**src/rtl/sap_pkg.sv**
```systemverilog
// Shared constants for the SAP-1 style CPU: control-word bit positions and
// default datapath widths used by the datapath and its RAM.
package sap_pkg;

  localparam int CW_W = 15;

  localparam int CW_HLT = 14;
  localparam int CW_MI  = 13;
  localparam int CW_RI  = 12;
  localparam int CW_RO  = 11;
  localparam int CW_IO  = 10;
  localparam int CW_II  = 9;
  localparam int CW_AI  = 8;
  localparam int CW_AO  = 7;
  localparam int CW_EO  = 6;
  localparam int CW_SU  = 5;
  localparam int CW_BI  = 4;
  localparam int CW_OI  = 3;
  localparam int CW_CE  = 2;
  localparam int CW_CO  = 1;
  localparam int CW_J   = 0;

  localparam int SAP_DATA_W = 8;
  localparam int SAP_ADDR_W = 4;

  localparam int NUM_DRIVERS = 5;

  // True when more than one bus driver is enabled at once.
  function automatic logic multi_hot(input logic [NUM_DRIVERS-1:0] v);
    return (v & (v - NUM_DRIVERS'(1))) != '0;
  endfunction

endpackage

```
**src/rtl/sap_ram16x8.sv**
```systemverilog
// Program/data RAM: one synchronous write port, one combinational read port.
// Write-source arbitration (external programming vs. RI) lives in the parent.
module sap_ram16x8
  import sap_pkg::*;
#(
  parameter int DATA_W = SAP_DATA_W,
  parameter int ADDR_W = SAP_ADDR_W
) (
  input  logic              clk,
  input  logic              we,
  input  logic [ADDR_W-1:0] waddr,
  input  logic [DATA_W-1:0] wdata,
  input  logic [ADDR_W-1:0] raddr,
  output logic [DATA_W-1:0] rdata
);

  logic [DATA_W-1:0] mem [2**ADDR_W];

  // NOTE: storage arrays carry no reset; clearing them would force flops
  // instead of RAM and the program image must survive a CPU reset anyway.
  always_ff @(posedge clk) begin
    if (we) mem[waddr] <= wdata;
  end

  assign rdata = mem[raddr];

endmodule

```
**src/rtl/sap_datapath.sv**
```systemverilog
// Execution datapath of the 8-bit CPU: shared bus, PC, MAR, RAM, IR, A/B,
// add/sub ALU with flags and output register, steered by the control word.
module sap_datapath
  import sap_pkg::*;
#(
  parameter int DATA_W = SAP_DATA_W,
  parameter int ADDR_W = SAP_ADDR_W
) (
  input  logic              clk,
  input  logic              rst,
  input  logic [CW_W-1:0]   ctrl,
  input  logic              prog_we,
  input  logic [ADDR_W-1:0] prog_addr,
  input  logic [DATA_W-1:0] prog_data,
  output logic [3:0]        opcode,
  output logic [DATA_W-1:0] out_value,
  output logic              out_valid,
  output logic              flag_c,
  output logic              flag_z,
  output logic              halted,
  output logic              bus_err
);

  logic [ADDR_W-1:0] pc;
  logic [ADDR_W-1:0] mar;
  logic [DATA_W-1:0] ir;
  logic [DATA_W-1:0] a_reg;
  logic [DATA_W-1:0] b_reg;
  logic [DATA_W-1:0] out_reg;

  logic [DATA_W-1:0] bus;
  logic [DATA_W-1:0] ram_rdata;
  logic [DATA_W-1:0] alu_b;
  logic [DATA_W-1:0] alu_r;
  logic              alu_c;
  logic              live;
  logic              multi_drv;

  logic              ram_we;
  logic [ADDR_W-1:0] ram_waddr;
  logic [DATA_W-1:0] ram_wdata;

  logic [NUM_DRIVERS-1:0] drv;

  // Once halted, the control word is ignored entirely; only prog_we remains.
  assign live = ~halted;

  assign drv = {ctrl[CW_RO], ctrl[CW_IO], ctrl[CW_AO], ctrl[CW_EO], ctrl[CW_CO]};
  assign multi_drv = multi_hot(drv);

  // Subtract as A + ~B + 1 so carry-out doubles as "no borrow".
  always_comb begin
    alu_b = ctrl[CW_SU] ? ~b_reg : b_reg;
    {alu_c, alu_r} = {1'b0, a_reg} + {1'b0, alu_b} + (DATA_W + 1)'(ctrl[CW_SU]);
  end

  // NOTE: every always_comb output gets a default before any condition so no
  // path leaves it unassigned and no latch is inferred.
  always_comb begin
    bus = '0;
    if (ctrl[CW_RO]) bus = bus | ram_rdata;
    if (ctrl[CW_IO]) bus = bus | {{(DATA_W - 4){1'b0}}, ir[3:0]};
    if (ctrl[CW_AO]) bus = bus | a_reg;
    if (ctrl[CW_EO]) bus = bus | alu_r;
    if (ctrl[CW_CO]) bus = bus | {{(DATA_W - ADDR_W){1'b0}}, pc};
  end

  // External programming owns the write port whenever it is active.
  always_comb begin
    ram_we    = prog_we | (live & ctrl[CW_RI]);
    ram_waddr = prog_we ? prog_addr : mar;
    ram_wdata = prog_we ? prog_data : bus;
  end

  sap_ram16x8 #(
    .DATA_W(DATA_W),
    .ADDR_W(ADDR_W)
  ) u_ram (
    .clk  (clk),
    .we   (ram_we),
    .waddr(ram_waddr),
    .wdata(ram_wdata),
    .raddr(mar),
    .rdata(ram_rdata)
  );

  // NOTE: state registers use non-blocking assignments so every load in this
  // block samples the pre-edge bus and register values, e.g. AI with AO.
  always_ff @(posedge clk or posedge rst) begin
    if (rst) begin
      pc        <= '0;
      mar       <= '0;
      ir        <= '0;
      a_reg     <= '0;
      b_reg     <= '0;
      out_reg   <= '0;
      out_valid <= 1'b0;
      flag_c    <= 1'b0;
      flag_z    <= 1'b0;
      halted    <= 1'b0;
      bus_err   <= 1'b0;
    end else begin
      out_valid <= live & ctrl[CW_OI];
      if (live) begin
        if (ctrl[CW_MI]) mar     <= bus[ADDR_W-1:0];
        if (ctrl[CW_II]) ir      <= bus;
        if (ctrl[CW_AI]) a_reg   <= bus;
        if (ctrl[CW_BI]) b_reg   <= bus;
        if (ctrl[CW_OI]) out_reg <= bus;

        if (ctrl[CW_J])       pc <= bus[ADDR_W-1:0];
        else if (ctrl[CW_CE]) pc <= pc + ADDR_W'(1);

        if (ctrl[CW_EO]) begin
          flag_c <= alu_c;
          flag_z <= (alu_r == '0);
        end

        if (multi_drv)    bus_err <= 1'b1;
        if (ctrl[CW_HLT]) halted  <= 1'b1;
      end
    end
  end

  assign opcode    = ir[DATA_W-1 -: 4];
  assign out_value = out_reg;

endmodule

```
**config.mk**
```make
export PLATFORM = sky130hd
export DESIGN_NAME = sap_datapath
export DESIGN_NICKNAME = d
export VERILOG_FILES = /design/src/rtl/sap_pkg.sv /design/src/rtl/sap_ram16x8.sv /design/src/rtl/sap_datapath.sv
export SDC_FILE = /design/constraint.sdc
export NUM_CORES = 1
export LEC_CHECK = 0
export CORE_UTILIZATION = 56
export CTS_BUF_LIST = sky130_fd_sc_hd__clkbuf_2
export DETAILED_ROUTE_END_ITERATION = 8
export GPL_TIMING_DRIVEN = 0
export PLACE_DENSITY = 0.87
export SLEW_MARGIN = 20
export SYNTH_ARGS = -nofsm -noshare
export SYNTH_HDL_FRONTEND = slang
export SYNTH_SLANG_ARGS = --single-unit
```
**constraint.sdc**
```tcl
create_clock -name clk -period 2.8 [get_ports clk]
set_input_delay 0.28 -clock clk [delete_from_list [all_inputs] [get_ports clk]]
set_output_delay 0.28 -clock clk [all_outputs]
set_load 0.1 [all_outputs]
```
==> impl.org <==
** Outcome
- The run finished, with violations left.
- The checks that failed: setup timing.

** Final layout
- The library cell used most frequently in the layout, excluding fill and tap cells, is sky130_fd_sc_hd__edfxtp_1.
- The register with the most flip-flops in the final layout is u_ram.mem.
- Of the cells placed in the final design, the portion with a size suffix greater than 1 is between 10% and 20%.
- Area grow syn2layout :: 16.4%
- Most used cells in the layout excluding fill and tap cells :: sky130_fd_sc_hd__edfxtp_1, sky130_fd_sc_hd__nand2_1, sky130_fd_sc_hd__dfrtp_1, sky130_fd_sc_hd__clkdlybuf4s50_1, sky130_fd_sc_hd__o21ai_0
- Final non-filler cell total :: 788
- The number of antenna diodes in the final layout is 0.
- Cells fill 67.1% of the core in the end.
- Max reg flops :: 128
- Nets@finish :: approximately 640

** Placed design
- Port buffering added 43 buffers.
- Final RePlAce weighted congestion :: 0.924
- The number of placed instances, taps included, is 742.
- Final HPWL from detailed placement :: 12.0 mm

** Die
- Row count :: 42
- Top-level I/O count :: 47
- Die footprint :: roughly 14000 um2
- The die is 119 um tall.
- After floorplanning, the core was sized to cover ~13000 um2.
- Measured along the x axis, the die boundary spans 119 um.
- Initial cell density of the core :: 57.7%

** Yosys
- Number of enable-type register cells in the synthesized netlist :: between 100 and 150
- The netlist uses 59 different library cells.
- Share of synthesized cell area in full adder, half adder and majority cells :: ~1.7%
- Area share of and/or/nand/nor cells after synthesis :: around 7.7%
- Net count after synthesis :: 561
- Avg Synthesized Cell Area :: between 10 and 15 um2
- Biggest area contributors in the synthesized netlist :: sky130_fd_sc_hd__edfxtp_1, sky130_fd_sc_hd__dfrtp_1, sky130_fd_sc_hd__mux4_2, sky130_fd_sc_hd__mux4_1, sky130_fd_sc_hd__nand2_1
- Of all cell types, the one taking the most synthesized area is sky130_fd_sc_hd__edfxtp_1.
- Synth async-reset ratio :: 26.0%
- Synthesized-area fraction occupied by ao, oa, aoi and oai cells :: a little under a tenth
- Post-synthesis mux area share :: ~12%
- The synthesized netlist devotes roughly 1.5% of its cell area to XOR and XNOR gates.
- Number of register bits inferred by synthesis :: about 170
- Sequential share of the synthesized area :: between 60% and 70%
- After synthesis the cells add up to between 7000 and 8000 um2.
- The synthesized design devotes to its leading area cell type between 50 and 60% of total area.
- Dominant combinational cell family by area after synthesis :: multiplexers
- During synthesis, Yosys emitted a total of 0 warnings.
- In the synthesized netlist the dominant register cell turns out to be sky130_fd_sc_hd__edfxtp_1.
- Synthesis handed over a netlist of about 520 instances.

** Global route
- Across every metal layer, demand over resource in global routing totals between 20% and 30%.
- Entering global routing, the biggest net connects 31 pins.
- Total gr overflow :: 0
- Vias in the first global route :: 5183
- The first global-routing pass estimated 28.1 mm of wire.
- Antenna violations before repair :: 0

** Clock tree
- After clock tree synthesis, the clock-pin slew on the worst setup and hold paths is around 230 ps.
- # H-tree levels :: 4
- Root buffer cell :: sky130_fd_sc_hd__clkbuf_2
- Insertion delay to the later sink of the worst-skew pair :: 750 ps
- CTS tree :: done
- TritonCTS created 17 clock buffers.
- No sink is reached through more buffers than the 2 on the longest clock path.
- Counting every sink on the clock net gives 173.

** Setup path
- Required time reported for the critical path endpoint :: approximately 3200 ps
- Highest net fanout along the worst path :: 10
- Endpoint kind of the worst setup timing path :: register
- Critical Path Source :: halted
- At the worst endpoint, the arrival time is 3220 ps.
- The worst setup path is launched from a register.
- By startpoint and endpoint, the worst setup path is classified as register to register.
- Reg2reg start :: halted

** STA
- Actual slew at the worst max-slew pin :: ~1200 ps
- Slew headroom :: 21.2%
- Setup violations remaining at the end of the flow were counted as 16.
- Highest attainable clock frequency :: 354 MHz
- The routed design could run at a clock period as short as 2820 ps.
- Max-slew violation total from the final report :: 0
- Setup repair after global routing could not meet its margin everywhere.
- Once routing completed, OpenROAD measured the worst setup slack at -24.6 ps.
- Final hold violation count :: 0
- The tightest hold path in the finished design has a slack of about 110 ps.
- The final critical path takes up 101% of the cycle.
- Final clock skew :: approximately 23 ps

** Power and ir drop
- The share of total power dissipated in the clock network is between 20% and 30%.
- In this run the static leakage power is 0.00319 uW.
- Part of the total power dissipated in sequential elements :: 49.9%
- In this run the power density over the cells is roughly 690 nW/um2.
- Fraction of power spent switching nets :: between 30 and 40%
- The worst-case IR drop observed on VDD is approximately 430 uV.
- Net switching component of the power :: between 1500 and 2000 uW
- Combinational fraction of design power :: between 20% and 30%
- Internal power component :: just over 4000 uW

** Routing
- Number of remaining DRC errors :: 0
- Detailed-routed wire length on met3 :: around 1.5 mm
- The highest layer touched by signal routing is met4.
- In the routed layout, each cell is associated on average with a via count of 6.28.
- The detailed router finished its first iteration with 555 violations.
- The first detailed-routing pass took 6 iterations.
- The routed layout has a little under 5k vias.
- For this block, the routed nets add up to between 15 and 20 mm of wire.
- Metal1 wirelength :: around 6.8 mm
- Routed length per placed instance :: 23.0 um
- The count of nets left with antenna violations once routing finished came out at 0.
- Routed length on met2 :: about 9 mm

** Worst hold path
- The startpoint identified for the worst hold timing path is ctrl[14].
- Worst hold path type :: input port to register

** Flow run
- Maximum Capacitance Violations :: 0
==> power by group through the flow <==
stage	Sequential, uW	Combinational (uW)	Clock (uW)
after floorplan	3220	891	0
after global placement	3100	1350	0
after detailed placement	3110	1410	0
final	3050	1680	1380
after global routing	3070	1790	1500
after CTS	3050	1540	1400
==> cell usage after synthesis, types with 5 or more instances <==
cell	n
sky130_fd_sc_hd__ha_1	8
sky130_fd_sc_hd__o21ai_0	41
sky130_fd_sc_hd__nand3_1	6
sky130_fd_sc_hd__a31oi_1	10
sky130_fd_sc_hd__nor2_1	43
sky130_fd_sc_hd__mux2_2	5
sky130_fd_sc_hd__inv_1	12
sky130_fd_sc_hd__clkbuf_1	12
sky130_fd_sc_hd__nand4_1	5
sky130_fd_sc_hd__mux2i_1	14
sky130_fd_sc_hd__nand2_1	56
sky130_fd_sc_hd__mux4_2	20
sky130_fd_sc_hd__a22oi_1	5
sky130_fd_sc_hd__mux4_1	11
sky130_fd_sc_hd__buf_2	7
sky130_fd_sc_hd__xor2_1	9
sky130_fd_sc_hd__a21oi_1	13
sky130_fd_sc_hd__dfrtp_1	45
sky130_fd_sc_hd__edfxtp_1	128
==> cells by family after synthesis <==
group | after synthesis
and+or+nand+nor | 132
xor gates and xnor gates | 13
DFF | 173
muxes | 51
adders and majority gates | 10
buffers and inverters | 41
AOI/OAI and AO/OA | 102
==> layout make-up <==
class	count	area (um2)
clock buffer	20	100
sequential	173	4970
tap	176	220
fill	866	4370
clock inverter	12	161
buffer	28	174
multi-input combinational	309	2660
inverter	13	48.8
timing repair buffer	57	591
==> through the flow <==
stage	setup WS, ps	power (uW)	setup TNS (ps)	area, um2
2_1_floorplan	101	4110	0	7670
3_3_place_gp	-632	4450	-47680	8320
3_5_place_dp	-812	4520	-74170	8340
4_1_cts	-156	5990	-2850	8770
5_1_grt	-157	6350	-5440	8920
6_report	-24.6	6120	-171	8920
==> critical path, stage by stage (launching register included) <==
cell and delay (ps):
sky130_fd_sc_hd__dfrtp_1 450, sky130_fd_sc_hd__inv_1 80, sky130_fd_sc_hd__clkbuf_1 500, sky130_fd_sc_hd__nand3_1 180, sky130_fd_sc_hd__o21ai_0 330, sky130_fd_sc_hd__nand2_1 200, sky130_fd_sc_hd__nor2_1 740
==> timing repair <==
action	CTS	global route
pin swaps	5	10
buffers inserted	4	7
endpoints found under the hold margin	19	0
cloned	0	1
setup endpoints to repair	134	184
gates resized for setup	19	14
hold buffers	2	0
==> worst paths after layout <==
kind	endpoint	slack, ps	cells after the start
setup / recovery	u_ram.mem[11][6]	-20	6
hold reg to reg	out_value[0]	510	2
setup reg to reg	u_ram.mem[11][6]	-20	6
min in group asynchronous	out_value[3]	340	3
max in group asynchronous	flag_z	1990	4
hold / removal	halted	110	2
==> routing by layer <==
metal	track usage (%)	vias up
met1	33.6	2421
met5	0	-
met4	13.6	0
li1	-	2170
met3	5.80	62
met2	45.1	295
Power figures use the tool's default switching activity.
